<file path="src/rtl/cvxif_instr_pkg.sv">
`default_nettype none
// ============================================================================
// Module      : cvxif_instr_pkg
// Description : Shared constants and helpers for the coprocessor result path.
// Revision    : 1.0 - initial release
// ============================================================================
package cvxif_instr_pkg;

  // Default number of result buffer entries.
  localparam int unsigned CoproResultDepth = 4;

  // Pointer width for a power-of-two ring: index bits plus one wrap bit.
  function automatic int unsigned ptr_width(input int unsigned depth);
    return $clog2(depth) + 1;
  endfunction

endpackage
`default_nettype wire

</file>
<file path="src/rtl/copro_result_buffer.sv">
`default_nettype none
// ============================================================================
// Module      : copro_result_buffer
// Description : Ring FIFO that captures coprocessor result beats and presents
//               them on the CV-X-IF result handshake, with an issue credit.
// Revision    : 1.0 - initial release
// ============================================================================
module copro_result_buffer
  import cvxif_instr_pkg::*;
#(
  parameter int unsigned XLEN     = 32,
  parameter int unsigned Depth    = CoproResultDepth,
  parameter type         hartid_t = logic,
  parameter type         id_t     = logic
) (
  input  logic            clk_i,
  input  logic            rst_ni,
  input  logic            flush_i,
  input  logic            issue_fire_i,
  output logic            issue_ready_o,
  input  logic            valid_i,
  input  logic [XLEN-1:0] result_i,
  input  hartid_t         hartid_i,
  input  id_t             id_i,
  input  logic [4:0]      rd_i,
  input  logic            we_i,
  output logic            result_valid_o,
  input  logic            result_ready_i,
  output logic [XLEN-1:0] result_data_o,
  output hartid_t         result_hartid_o,
  output id_t             result_id_o,
  output logic [4:0]      result_rd_o,
  output logic            result_we_o,
  output logic            overflow_o
);

  localparam int unsigned PW = ptr_width(Depth);
  localparam int unsigned IW = PW - 1;
  localparam logic [PW-1:0] DEPTH_CNT = PW'(Depth);
  localparam logic [PW:0]   DEPTH_OCC = (PW + 1)'(Depth);

  typedef struct packed {
    logic [XLEN-1:0] data;
    hartid_t         hartid;
    id_t             id;
    logic [4:0]      rd;
    logic            we;
  } entry_t;

  entry_t        mem [Depth];
  logic [PW-1:0] wptr_q;
  logic [PW-1:0] rptr_q;
  logic          inflight_q;
  logic          overflow_q;

  logic [PW-1:0] count;
  logic          full;
  logic          empty;
  logic          pop;
  logic          push;
  logic [PW:0]   occupancy;
  entry_t        head;

  // Occupancy, handshake and credit decode from the registered pointers.
  always_comb begin
    count     = wptr_q - rptr_q;
    full      = (count == DEPTH_CNT);
    empty     = (count == '0);
    pop       = !empty && result_ready_i && !flush_i;
    // A full buffer still accepts a beat when the head leaves the same cycle.
    push      = valid_i && !flush_i && (!full || pop);
    occupancy = {1'b0, count} + {{PW{1'b0}}, inflight_q};
    head      = mem[rptr_q[IW-1:0]];
  end

  assign issue_ready_o   = (occupancy < DEPTH_OCC);
  assign result_valid_o  = !empty;
  assign result_data_o   = head.data;
  assign result_hartid_o = head.hartid;
  assign result_id_o     = head.id;
  assign result_rd_o     = head.rd;
  assign result_we_o     = head.we;
  assign overflow_o      = overflow_q;

  // Pointers, in-flight credit and sticky overflow flag.
  always_ff @(posedge clk_i or negedge rst_ni) begin
    if (!rst_ni) begin
      wptr_q     <= '0;
      rptr_q     <= '0;
      inflight_q <= 1'b0;
      overflow_q <= 1'b0;
    end else begin
      if (valid_i && !flush_i && full && !pop) begin
        overflow_q <= 1'b1;
      end
      if (flush_i) begin
        wptr_q     <= '0;
        rptr_q     <= '0;
        inflight_q <= 1'b0;
      end else begin
        inflight_q <= issue_fire_i;
        if (push) wptr_q <= wptr_q + PW'(1);
        if (pop)  rptr_q <= rptr_q + PW'(1);
      end
    end
  end

  // Entry storage; cleared on reset so idle outputs read zero.
  always_ff @(posedge clk_i or negedge rst_ni) begin
    if (!rst_ni) begin
      for (int i = 0; i < int'(Depth); i++) begin
        mem[i] <= '0;
      end
    end else if (push) begin
      mem[wptr_q[IW-1:0]] <= '{data: result_i, hartid: hartid_i, id: id_i,
                               rd: rd_i, we: we_i};
    end
  end

endmodule
`default_nettype wire
</file>
<file path="config.mk">
export PLATFORM = sky130hd
export DESIGN_NAME = copro_result_buffer
export DESIGN_NICKNAME = d
export VERILOG_FILES = /design/src/rtl/cvxif_instr_pkg.sv /design/src/rtl/copro_result_buffer.sv
export SDC_FILE = /design/constraint.sdc
export NUM_CORES = 1
export LEC_CHECK = 0
export ABC_AREA = 1
export ABC_CLOCK_PERIOD_IN_PS = 2500
export BUFFER_PORTS_ARGS = -buffer_cell sky130_fd_sc_hd__buf_2
export CAP_MARGIN = 20
export CORE_UTILIZATION = 55
export DETAILED_ROUTE_END_ITERATION = 6
export PLACE_DENSITY = 0.74
export RECOVER_POWER = 50
export SYNTH_ARGS = -nofsm -noshare
export SYNTH_HDL_FRONTEND = slang
export SYNTH_SLANG_ARGS = --single-unit
</file>
<file path="constraint.sdc">
create_clock -name clk_i -period 2.5 [get_ports clk_i]
set_input_delay 0.375 -clock clk_i [delete_from_list [all_inputs] [get_ports clk_i]]
set_output_delay 0.375 -clock clk_i [all_outputs]
set_load 0.005 [all_outputs]
</file>
# Word level (Yosys, flattened, before mapping)
# Cells that the tools add are included.
[op_classes]
bitwise_logic = 2
eq_ne = 1
add_sub_neg = 4
n_shift = 0
div_mod_pow = 0
magnitude_cmp = 4
mux = 11
n_reduce_logical = 15
multipliers = 0
[ops]
columns = ["op", "count"]
rows = [
  ["bitwise mux 160 bit", 1],
  ["2-to-1 mux 40 bit", 3],
  ["binary-select mux 40 bit (select 2 bit)", 1],
  ["demux 40 bit (select 2 bit)", 1],
  ["2-to-1 mux 3 bit", 4],
  ["logical AND 1 bit", 7],
  ["adder 3 x 1 -> 3 bit, second input constant", 2],
  ["greater-or-equal comparator 3 bit, second input constant", 2],
  ["inverter 2 -> 3 bit", 2],
  ["adder 3 x 1 -> 4 bit", 1],
  ["zero test 1 bit", 4],
  ["< comparator 4 x 3 -> 1 bit, second input constant", 1],
  ["nonzero test 2 bit", 2],
  ["equality test 3 bit, second input constant", 1],
  ["zero test 3 bit", 1],
  ["< comparator 3 x 1 -> 1 bit, second input constant", 1],
  ["subtractor 3 bit", 1],
  ["logical OR 1 bit", 1],
  ["2-to-1 mux 1 bit", 1],
]
[totals]
latch_bits = 0
regBits = 168
output_inout_bits = 43
rom_bits = 0
ram_bits = 0
n_memories = 0

# Longest topological paths before layout
[logic_depth]
depth_word = 9
ltp_mapped = 11

# Worst setup path after synthesis
# No wires, ideal clock.
[synth_path]
path_type = "reg-to-reg"
start = "register wptr_q[0]"
end = "register mem[90] (netlist bit)"
period_less_slack_ns = 1.989
setup_ns = 0.117
t_required_ns = 2.383
path_stages_with_launch = 11
path_buffers = 2
arrival_time_ns = 1.871
slack_ns = 0.511
path_cell_list = "dfrtp_1 inv_1 ha_1 fa_1 nand2_1 inv_1 o211ai_2 buf_4 buf_4 nand4_1 nand2_1"
[synth_between]
elab_chain_cells = 7
elab_cells_between_ends = 16
[synth_lines]
columns = ["element", "line_no", "text"]
rows = [
  ["start, declared", "copro_result_buffer.sv:51", "logic [PW-1:0] wptr_q;"],
  ["start signal, assigned", "copro_result_buffer.sv:102", "if (push) wptr_q <= wptr_q + PW'(1);"],
  ["subtractor 3 bit", "copro_result_buffer.sv:66", "count = wptr_q - rptr_q;"],
  ["zero test 3 bit", "copro_result_buffer.sv:68", "empty = (count == '0);"],
  ["zero test 1 bit", "copro_result_buffer.sv:69", "pop = !empty && result_ready_i && !flush_i;"],
  ["logical AND 1 bit (2 in a row)", "copro_result_buffer.sv:69", ""],
  ["logical OR 1 bit", "copro_result_buffer.sv:71", "push = valid_i && !flush_i && (!full || pop);"],
  ["logical AND 1 bit", "copro_result_buffer.sv:71", ""],
  ["end signal, assigned by index", "copro_result_buffer.sv:115", "mem[wptr_q[IW-1:0]] <= '{data: result_i, hartid: hartid_i, id: id_i,"],
  ["end, declared", "copro_result_buffer.sv:50", "entry_t mem [Depth];"],
]
# Several ways; a longest one is shown, not always the timed one.
# A chain may end at the register's enable or synchronous reset.

# Worst setup path after layout
[layout_path]
start = "register wptr_q[0]"
end = "output port result_valid_o"
[layout_between]
elab_chain_cells = 3
[layout_lines]
columns = ["element", "line_no", "text"]
rows = [
  ["subtractor 3 bit", "copro_result_buffer.sv:66", ""],
  ["zero test 3 bit", "copro_result_buffer.sv:68", ""],
  ["zero test 1 bit", "copro_result_buffer.sv:77", "assign result_valid_o = !empty;"],
  ["end, declared", "copro_result_buffer.sv:27", "output logic result_valid_o,"],
]
# Every way passes these cells.

==> flow_metrics.env <==
export IMPL_status="finished with violations"
export IMPL_antenna_found_initial=0
export IMPL_leakagePower_nw=4.85
export IMPL_maxCapViolCount=1
export IMPL_drive_above_1_share_pct=15.3
export IMPL_hold_class="input pin to flop"
export IMPL_core_region_area_mm2=0.0145
export IMPL_cp_endpoint="result_valid_o"
export IMPL_avgSynthCellArea_um2=8.09
export IMPL_die_area_mm2=0.0153
export IMPL_io_buffer_count=88
export IMPL_drtPass1Iterations=5
export IMPL_htree_levels=4
export IMPL_worstReg2RegEnd="mem[85]"
export IMPL_p_per_area_mw_per_mm2=1240
export IMPL_grt_pass1_wl_um=36300
export IMPL_tritoncts="built"
export IMPL_drc=0
export IMPL_busiest_layer="met2"
export IMPL_viasPerCell=6.10
export IMPL_ys_ff_latch=168
export IMPL_cts_buffer_depth=2
export IMPL_crit_path_start_kind="flop"
export IMPL_met2_usage_pct=49.4
export IMPL_grt_ovfl_total=0
export IMPL_dp_worst_setup_slack_ns=0.160
export IMPL_setup_viol=0
export IMPL_dp_hpwl_um=13200
export IMPL_tritoncts_num_buffers=17
export IMPL_rrSetupSlack_ns=0.15
export IMPL_vias=7613
export IMPL_cp_end_kind="output pin"
export IMPL_die_h_um=124
export IMPL_place_gp_congestion=0.797
export IMPL_finalWorstSetupSlack_ns=0.0865
export IMPL_nNetsFinal=1107
export IMPL_synth_top_area_share_pct=51.7
export IMPL_cts_sinks=168
export IMPL_final_area_mm2=0.00931
export IMPL_syn_inst=1006
export IMPL_holdWs_ns=0.150
export IMPL_r2r_start="wptr_q[0]"
export IMPL_grt_max_degree=89
export IMPL_syn_nets=1059
export IMPL_irDropWorstVdd_uv=596
export IMPL_max_freq_mhz=414
export IMPL_path_max_fanout=4
export IMPL_area_growth_pct=14.4
export IMPL_tns_ns=0
export IMPL_fillers=1279
export IMPL_crit_start="wptr_q[0]"
export IMPL_fin_skew_ns=0.00487
export IMPL_hold_viol=0
export IMPL_synth_area_mm2=0.00814
export IMPL_first_global_vias=6984
export IMPL_violations="max-capacitance violations, max-slew violations"
export IMPL_antennaDiodeCount=0
export IMPL_grtUsageMet1_pct=44.6
export IMPL_track_usage_pct=31.3
export IMPL_required_ns=2.12
export IMPL_synth_cell_types=20
export IMPL_grt_use_met3_pct=4.90
export IMPL_synth_top_area_cell="dfrtp_1"
export IMPL_synth_warnings=0
export IMPL_report_final_slew_viol_count=61
export IMPL_insertion_delay_ns=0.43
export IMPL_fin_crit_sh_pct=96.5
export IMPL_critical_path_class="flop to output pin"
export IMPL_reg2reg_depth=11
export IMPL_synth_area_leaders="dfrtp_1 (52%), nand2_1 (16%), nand4_1 (12%)"
export IMPL_arrival_ns=2.04
export IMPL_yosysSeqAreaShare_pct=51.7
export IMPL_dieWidth_um=124
export IMPL_avgRoutedWirePerCell_um=18.2
export IMPL_clkTransAtPathRegs_ns=0.06
export IMPL_num_io_pins=89
export IMPL_drt_iter0_markers=697
export IMPL_antenna_left=0
export IMPL_max_slew_worst_pin_slew_ns=1.66
export IMPL_drt_total_wl_um=22700
export IMPL_start_util_pct=56.2
export IMPL_root_buffer="clkbuf_16"
export IMPL_num_rows=44
export IMPL_period_needed_ns=2.41
export IMPL_relSlewSlack_pct=-11.0
export IMPL_postPlaceCellArea_mm2=0.00877
## cells in the final DEF (no fill, tap or decap)
cell and count:
o21ai_0 81, buf_4 22, clkbuf_1 6, nand4_1 160, nor2_1 84, ha_2 4, inv_1 10, dfrtp_2 1
clkbuf_8 4, buf_2 88, clkinvlp_4 1, o211ai_4 1, fa_1 1, clkbuf_2 4, dlygate4sd3_1 1, nand2_2 1
o21bai_1 1, buf_12 7, nand3_2 5, clkbuf_16 17, inv_4 1, clkinv_2 2, ha_1 2, o22ai_1 40
nor3b_1 1, xor2_1 1, dfrtp_1 167, nand2_1 336, buf_6 3, inv_2 2, nand3_1 10
## sequential cells by signal, summed over array words and instances (netlist names)
| register | flops |
|---|---|
| mem | 160 |
| inflight_q | 1 |
| overflow_o | 1 |
| rptr_q | 3 |
| wptr_q | 3 |
## what timing repair did
action / 4_1_cts / 5_1_grt
resized for setup: 0 / 6
endpoints found under the setup margin: 0 / 41
hold buffers: 1 / 0
hold endpoints to repair: 57 / 0
setup buffers: 0 / 2
## logic make-up (layout without fill, tap and decap cells)
logic type,count (synthesis),in the layout,share of synthesized area (%)
compound gates,123,123,8.30
buf+inv,110,168,6.01
simple gates,597,597,32.7
fa+ha+maj,7,7,1.17
xor+xnor,1,1,0.108
flops,168,168,51.7
## through the flow
stage                     power [mW]  std cells  utilization, %
after global placement          9.00       1216            60.5
after floorplan                 7.38       1006               -
final                           11.5       1248            64.3
after CTS                       11.5       1246            64.2
after detailed placement        9.14       1216            60.5
after global routing            12.4       1248            64.3
## per-layer routing
| metal | part of all wire [%] | vias up |
|---|---|---|
| li1 | - | 3556 |
| met1 | 43 | 3687 |
| met2 | 49 | 345 |
| met3 | 7.5 | 25 |
| met4 | 1.1 | 0 |
| met5 | 0 | - |
## area by class of cell
class | count | area [um2] | share of cell area (%)
clock buffers | 26 | 499 | 5.36
clock inverters | 3 | 17.5 | 0.188
inverters | 13 | 51.3 | 0.551
multi-input cells | 728 | 3490 | 37.5
flip-flops and latches | 168 | 4210 | 45.2
well taps | 184 | 230 | 2.47
repair buffers | 126 | 813 | 8.74
## critical path, stage by stage (launching register included)
cell	delay, ns
dfrtp_1	0.40
inv_1	0.11
ha_1	0.22
fa_1	0.50
nand2_1	0.07
inv_2	0.08
nand3_2	0.10
buf_2	0.14
## power breakdown
| part | internal (mW) | leakage [nW] | total, mW | switching [mW] |
|---|---|---|---|---|
| Sequential | 3.96 | 2.15 | 4.61 | 0.648 |
| Clock | 1.36 | 0.252 | 2.37 | 1.01 |
| Combinational | 1.70 | 2.45 | 4.56 | 2.86 |
## worst min-delay path by stage
stage | from | end | slack, ns | depth (start not counted)
2_1_floorplan | rst_ni | inflight_q | 0.08 | 0
6_report | issue_fire_i | inflight_q | 0.15 | 3
3_5_place_dp | rst_ni | mem[16] | 0.41 | 1
3_3_place_gp | rst_ni | mem[16] | 0.41 | 1
4_1_cts | issue_fire_i | inflight_q | 0.14 | 3
5_1_grt | issue_fire_i | inflight_q | 0.18 | 3
## cells in the mapped netlist
master    number
dfrtp_1      168
o211ai_2       1
ha_1           6
inv_1         12
o21bai_1       1
nand3_1       15
buf_4          7
buf_2         34
buf_6          1
o22ai_1       40
nor3b_1        1
fa_1           1
clkbuf_1      46
buf_1          9
nand4_1      160
o21ai_0       81
nand2_1      337
clkinv_1       1
nor2_1        84
xor2_1         1
(Power assumes the default switching activity.)
